**config.mk**
```make
export PLATFORM = sky130hd
export DESIGN_NAME = regs_wb_arb
export DESIGN_NICKNAME = d
export VERILOG_FILES = /design/src/rtl/regs_wb_arb_pkg.sv /design/src/rtl/regs_wb_arb_rr_arb3.sv /design/src/rtl/regs_wb_arb.sv
export SDC_FILE = /design/constraint.sdc
export NUM_CORES = 1
export LEC_CHECK = 0
export CORE_MARGIN = 4
export CORE_UTILIZATION = 30
export DETAILED_ROUTE_END_ITERATION = 8
export PLACE_DENSITY = 0.74
export SLEW_MARGIN = 10
export SYNTH_ARGS = -nofsm -noshare
export SYNTH_HDL_FRONTEND = slang
export SYNTH_HIERARCHICAL = 1
export SYNTH_SLANG_ARGS = --single-unit
```
**constraint.sdc**
```tcl
create_clock -name clk -period 3.9 [get_ports clk]
set_clock_uncertainty 0.15 [all_clocks]
set_input_delay 0.975 -clock clk [delete_from_list [all_inputs] [get_ports clk]]
set_output_delay 0.975 -clock clk [all_outputs]
set_load 0.01 [all_outputs]
```
**src/rtl/regs_wb_arb_pkg.sv**
```systemverilog
// regs_wb_arb_pkg
// Shared definitions for the register-file write-back arbiter:
//   - default register address / data widths
//   - ZeroReg: hard-wired zero register; writes to it are accepted but
//     never reach the register file
//   - requester indices into request / grant / busy vectors
//   - priority pointer encoding used by the round-robin build
package regs_wb_arb_pkg;

   localparam int REG_ADDR_WIDTH = 5;
   localparam int REG_DATA_WIDTH = 32;
   localparam int ZeroReg        = 0;

   localparam int WB_EX  = 0;
   localparam int WB_LSU = 1;
   localparam int WB_MDU = 2;
   localparam int WB_NUM = 3;

   // Encoding 2'd3 is unreachable; consumers decode it as P_EX.
   typedef enum logic [1:0] {
      P_EX  = 2'd0,
      P_LSU = 2'd1,
      P_MDU = 2'd2
   } wb_ptr_e;

endpackage

```
**src/rtl/regs_wb_arb_rr_arb3.sv**
```systemverilog
// rr_arb3
// Combinational 3-way priority picker. The pointer names the requester
// with highest priority; the search continues upward and wraps mdu->ex.
// Ports:
//   req  [2:0]  request vector {mdu, lsu, ex}
//   ptr         highest-priority requester (2'd3 behaves as P_EX)
//   gnt  [2:0]  one-hot grant, zero when no request
module rr_arb3
   import regs_wb_arb_pkg::*;
(
   input  logic [WB_NUM-1:0] req,
   input  wb_ptr_e           ptr,
   output logic [WB_NUM-1:0] gnt
);

   // Priority search starting at the requester named by ptr
   always_comb begin
      gnt = 3'b000;
      case (ptr)
         P_LSU: begin
            if (req[WB_LSU])      gnt[WB_LSU] = 1'b1;
            else if (req[WB_MDU]) gnt[WB_MDU] = 1'b1;
            else if (req[WB_EX])  gnt[WB_EX]  = 1'b1;
            else                  gnt = 3'b000;
         end
         P_MDU: begin
            if (req[WB_MDU])      gnt[WB_MDU] = 1'b1;
            else if (req[WB_EX])  gnt[WB_EX]  = 1'b1;
            else if (req[WB_LSU]) gnt[WB_LSU] = 1'b1;
            else                  gnt = 3'b000;
         end
         default: begin
            if (req[WB_EX])       gnt[WB_EX]  = 1'b1;
            else if (req[WB_LSU]) gnt[WB_LSU] = 1'b1;
            else if (req[WB_MDU]) gnt[WB_MDU] = 1'b1;
            else                  gnt = 3'b000;
         end
      endcase
   end

endmodule

```
**src/rtl/regs_wb_arb.sv**
```systemverilog
// regs_wb_arb
// Arbitrates three write-back requesters (ex, lsu, mdu) onto the single
// register-file write port. Grants are combinational; the selected
// address/data are registered, so the write appears one cycle after the
// handshake. Writes to ZeroReg are granted but leave we_o low.
// Build option: WB_ARB_RR_EN defined -> round-robin pointer that advances
// past each granted requester; undefined -> fixed priority ex > lsu > mdu.
// Ports:
//   clk, rst                      clock, synchronous active-high reset
//   <k>_valid_i/_waddr_i/_wdata_i write-back request per requester
//   <k>_ready_o                   grant (transfer on valid & ready)
//   we_o, waddr_o, wdata_o        registered register-file write port
//   busy_o [2:0]                  {mdu, lsu, ex} valid but not granted
module regs_wb_arb
   import regs_wb_arb_pkg::*;
#(
   parameter int REG_ADDR_WIDTH = regs_wb_arb_pkg::REG_ADDR_WIDTH,
   parameter int REG_DATA_WIDTH = regs_wb_arb_pkg::REG_DATA_WIDTH
) (
   input  logic                      clk,
   input  logic                      rst,
   input  logic                      ex_valid_i,
   input  logic [REG_ADDR_WIDTH-1:0] ex_waddr_i,
   input  logic [REG_DATA_WIDTH-1:0] ex_wdata_i,
   output logic                      ex_ready_o,
   input  logic                      lsu_valid_i,
   input  logic [REG_ADDR_WIDTH-1:0] lsu_waddr_i,
   input  logic [REG_DATA_WIDTH-1:0] lsu_wdata_i,
   output logic                      lsu_ready_o,
   input  logic                      mdu_valid_i,
   input  logic [REG_ADDR_WIDTH-1:0] mdu_waddr_i,
   input  logic [REG_DATA_WIDTH-1:0] mdu_wdata_i,
   output logic                      mdu_ready_o,
   output logic                      we_o,
   output logic [REG_ADDR_WIDTH-1:0] waddr_o,
   output logic [REG_DATA_WIDTH-1:0] wdata_o,
   output logic [2:0]                busy_o
);

   logic [WB_NUM-1:0]         req_s;
   logic [WB_NUM-1:0]         gnt_s;
   wb_ptr_e                   ptr_s;
   logic [REG_ADDR_WIDTH-1:0] sel_waddr_s;
   logic [REG_DATA_WIDTH-1:0] sel_wdata_s;
   logic                      we_r;
   logic [REG_ADDR_WIDTH-1:0] waddr_r;
   logic [REG_DATA_WIDTH-1:0] wdata_r;

   // Requests are masked during reset so nothing is granted in that cycle
   always_comb begin
      if (rst) begin
         req_s = 3'b000;
      end else begin
         req_s = {mdu_valid_i, lsu_valid_i, ex_valid_i};
      end
   end

`ifdef WB_ARB_RR_EN
   wb_ptr_e ptr_r;
   wb_ptr_e ptr_nxt_s;

   // Priority pointer state register
   always_ff @(posedge clk) begin
      if (rst) begin
         ptr_r <= P_EX;
      end else begin
         ptr_r <= ptr_nxt_s;
      end
   end

   // Next pointer: the requester after the one just granted, else hold
   always_comb begin
      if (gnt_s[WB_EX]) begin
         ptr_nxt_s = P_LSU;
      end else if (gnt_s[WB_LSU]) begin
         ptr_nxt_s = P_MDU;
      end else if (gnt_s[WB_MDU]) begin
         ptr_nxt_s = P_EX;
      end else begin
         ptr_nxt_s = ptr_r;
      end
   end

   assign ptr_s = ptr_r;
`else
   // Fixed priority is the picker with the pointer tied to ex
   assign ptr_s = P_EX;
`endif

   rr_arb3 u_rr_arb3 (
      .req (req_s),
      .ptr (ptr_s),
      .gnt (gnt_s)
   );

   // Grant and waiting flags driven straight from the picker result
   always_comb begin
      ex_ready_o  = gnt_s[WB_EX];
      lsu_ready_o = gnt_s[WB_LSU];
      mdu_ready_o = gnt_s[WB_MDU];
      busy_o      = req_s & ~gnt_s;
   end

   // Address/data of the granted requester
   always_comb begin
      sel_waddr_s = '0;
      sel_wdata_s = '0;
      if (gnt_s[WB_EX]) begin
         sel_waddr_s = ex_waddr_i;
         sel_wdata_s = ex_wdata_i;
      end else if (gnt_s[WB_LSU]) begin
         sel_waddr_s = lsu_waddr_i;
         sel_wdata_s = lsu_wdata_i;
      end else if (gnt_s[WB_MDU]) begin
         sel_waddr_s = mdu_waddr_i;
         sel_wdata_s = mdu_wdata_i;
      end else begin
         sel_waddr_s = '0;
         sel_wdata_s = '0;
      end
   end

   // Write port register; address/data hold when idle, zero-reg writes
   // update address/data but do not raise the enable
   always_ff @(posedge clk) begin
      if (rst) begin
         we_r    <= 1'b0;
         waddr_r <= '0;
         wdata_r <= '0;
      end else if (|gnt_s) begin
         we_r    <= (sel_waddr_s != REG_ADDR_WIDTH'(ZeroReg));
         waddr_r <= sel_waddr_s;
         wdata_r <= sel_wdata_s;
      end else begin
         we_r    <= 1'b0;
      end
   end

   assign we_o    = we_r;
   assign waddr_o = waddr_r;
   assign wdata_o = wdata_r;

endmodule

```
==> key figures <==
Routing
  • Vias per std cell: between 5 and 6
  • Drt wl/cell: around 15 um
  • Post-route ant nets: 0
  • Total number of vias: 2420
  • DR iter-0 viols: slightly above 60
  • Number of detailed-route iterations in the first pass: 5
  • Routed WL: 7440 um
  • DRC: 0

Floorplan
  • Effective utilization at floorplan: approximately a third
  • Core area: ~6500 um^2
  • Area of the die: approximately 8200 um^2
  • Rows: 29
  • Die height: around 91 um
  • Ports: 160
  • Chip width: between 90 and 100 um

Final layout
  • Most common cell after layout, fill and taps aside: clkdlybuf4s50_1
  • Most frequent cells in the layout: 157 x clkdlybuf4s50_1, 38 x dfxtp_1, 37 x a22o_1, 36 x nand2_1, 33 x a22oi_1
  • Area grow syn2layout: 88.0%
  • # fillers: roughly 600
  • Share of post-route cells with drive strength above 1: 7.41%
  • Core Util, Final: about three fifths
  • N_diodes: 0
  • Final nets: between 500 and 600

Yosys
  • Unique cell type count in the Yosys netlist: 25
  • Area contributors post-synth: dfxtp_1 37%, a22o_1 16%, a22oi_1 12%
  • Post-synth top area share: 37.0%
  • Largest area contributor in the netlist: dfxtp_1
  • Post-Syn Area per Cell: 8.39 um^2
  • Synth Register Bits: 38
  • Mapped Cells: 245
  • Share of the yosys chip area belonging to registers: between 30% and 40%
  • Yosys warnings: 6
  • Cell Area, Synth: between 2000 and 2500 um^2

Outcome
  • Status: finished, final reports clean

Clocking
  • H-tree level count: 2
  • Clk buf depth: 2
  • Worst skew pair latency: 280 ps
  • CTS tree: done
  • Root Buffer: clkbuf_8
  • Total setup buffers inserted after CTS: 0
  • Num CTS Buffers: 5
  • CTS sink cnt: 38
  • CTS hold repair buffers: 0
  • Reg clk slew, reported paths: ~70 ps

Place
  • Dpl hpwl: between 5000 and 6000 um
  • RePlAce Congestion: between 0.7 and 0.8
  • IO buf count: about 160
  • Dpl ws: -23.5 ps

Worst hold path
  • Worst hold-check path type: reg -> reg
  • Hold depth: 1

STA
  • Setup TNS: 0 ps
  • Fmax: approximately 260 MHz
  • Final setup margin: 107 ps
  • Final Max Tran Viols: 0
  • Final worst path period need: 3790 ps
  • Period Utilization, post-route: between 90% and 100%
  • Final Hold Vio Count: 0
  • Final setup fails: 0

Critical path
  • Crit Path Category: in -> out
  • CP dominant cell by count: clkdlybuf4s50_1
  • CP max FO: 4
  • Worst path required time: 2770 ps
  • Cell count along the critical path: 7
  • R2R cell count: 1
  • Crit path DAT: ~2700 ps
  • CP max-delay cell: clkdlybuf4s50_1
  • Element type at the critical path end: primary output
  • Crit-path leading delay family: buffers and inverters
  • Buf/Inv on CP: 4
  • CP peak stage delay: between 500 and 600 ps
  • Startpoint types: input pin
  • Critical-path cell list: clkdlybuf4s50_1, buf_4, nor2b_1, inv_1, nand2_1, o21ai_2, clkdlybuf4s50_1

Power
  • Final Power: 0.00106 W
  • Peak supply drop: between 0.1 and 0.15 mV
  • Pwr dens: between 200 and 300 nW/um^2
  • Leak Pwr: 1.43 nW

GRT
  • Gr ovfl total: 0
  • Vias in the first global route: about 2400
  • Maximum number of pins on one net before global-route repair: 45
  • GRT Total Usage: 17.7%
  • First-pass GRT wire length: ~12000 um
  • Initial antenna violation count: 0

Job
  • Total of max-cap violations: 0
[power by group]
group,switching (W),internal [W],total (W)
Clock,0.000127,0.000142,0.000269
Combinational,0.000147,0.000214,0.000361
Sequential,0.0000122,0.000414,0.000426
[cells in the mapped netlist]
library cell / instances
a21oi_1: 9
a21oi_2: 1
a22o_1: 37
a22oi_1: 33
and2b_1: 1
buf_1: 2
buf_2: 13
buf_6: 3
clkbuf_1: 7
conb_1: 1
dfxtp_1: 38
ha_1: 3
inv_1: 4
mux2i_1: 1
nand2_1: 36
nand3b_1: 5
nor2_1: 2
nor2b_1: 10
nor3_1: 1
nor4_4: 1
o21a_1: 1
o21ai_0: 18
o21ai_1: 16
o31ai_1: 1
or4_1: 1
[flip-flops by register name, indices dropped and copies added, names as in the netlist]
signal,cells
waddr_o,5
we_o,1
wdata_o,32
[logic make-up (layout without fill, tap and decap cells)]
family,Yosys count,in the layout,share of synthesized area (%)
AO/OA/AOI/OAI,116,116,39.5
adder cells (fa/ha/maj),3,3,1.83
buffers and inverters,29,185,7.19
flip-flops,38,38,37.0
multiplexers,1,1,0.487
other,1,5,0.183
AND/OR/NAND/NOR,57,57,13.8
[cell type report]
| class | instances | area [um^2] | area share [%] |
|---|---|---|---|
| clock buffers | 7 | 86.3 | 2.24 |
| repair buffers | 173 | 1700 | 44.0 |
| multi-input cells | 182 | 1200 | 31.1 |
| flip-flops and latches | 38 | 761 | 19.7 |
| inverters | 4 | 15.0 | 0.389 |
| well taps | 77 | 96.3 | 2.49 |
| clock inverters | 1 | 5.00 | 0.130 |
[repair_timing]
action / CTS / global route
resized for setup: 1 / 4
hold endpoints to repair: 0 / 0
setup endpoints to repair: 1 / 3
[worst paths after layout]
path | start | end | slack [ps]
worst max-delay path | rst | mdu_ready_o | 110
worst min-delay path | waddr_o[4]$_SDFFE_PP0P_ | waddr_o[4]$_SDFFE_PP0P_ | 330
worst max register to register | wdata_o[30]$_SDFFE_PP0P_ | wdata_o[30]$_SDFFE_PP0P_ | 3110
worst min register to register | waddr_o[4]$_SDFFE_PP0P_ | waddr_o[4]$_SDFFE_PP0P_ | 330
[per-layer routing]
metal  wire length (um)  track usage, %  vias to the layer above
met5                  0               0                        -
met4                 75            5.48                        0
met3                660            6.08                        6
met2               3680            29.5                      103
met1               3020            21.4                     1089
li1                   -               -                     1222
[per-stage QoR]
stage | instance area [um^2] | hold WS [ps] | cells
after floorplan | 2070 | 372 | 249
after global placement | 3760 | 311 | 474
after detailed placement | 3760 | 314 | 474
after CTS | 3850 | 334 | 482
after global routing | 3860 | 346 | 482
final | 3860 | 328 | 482
(Power assumes the default switching activity.)
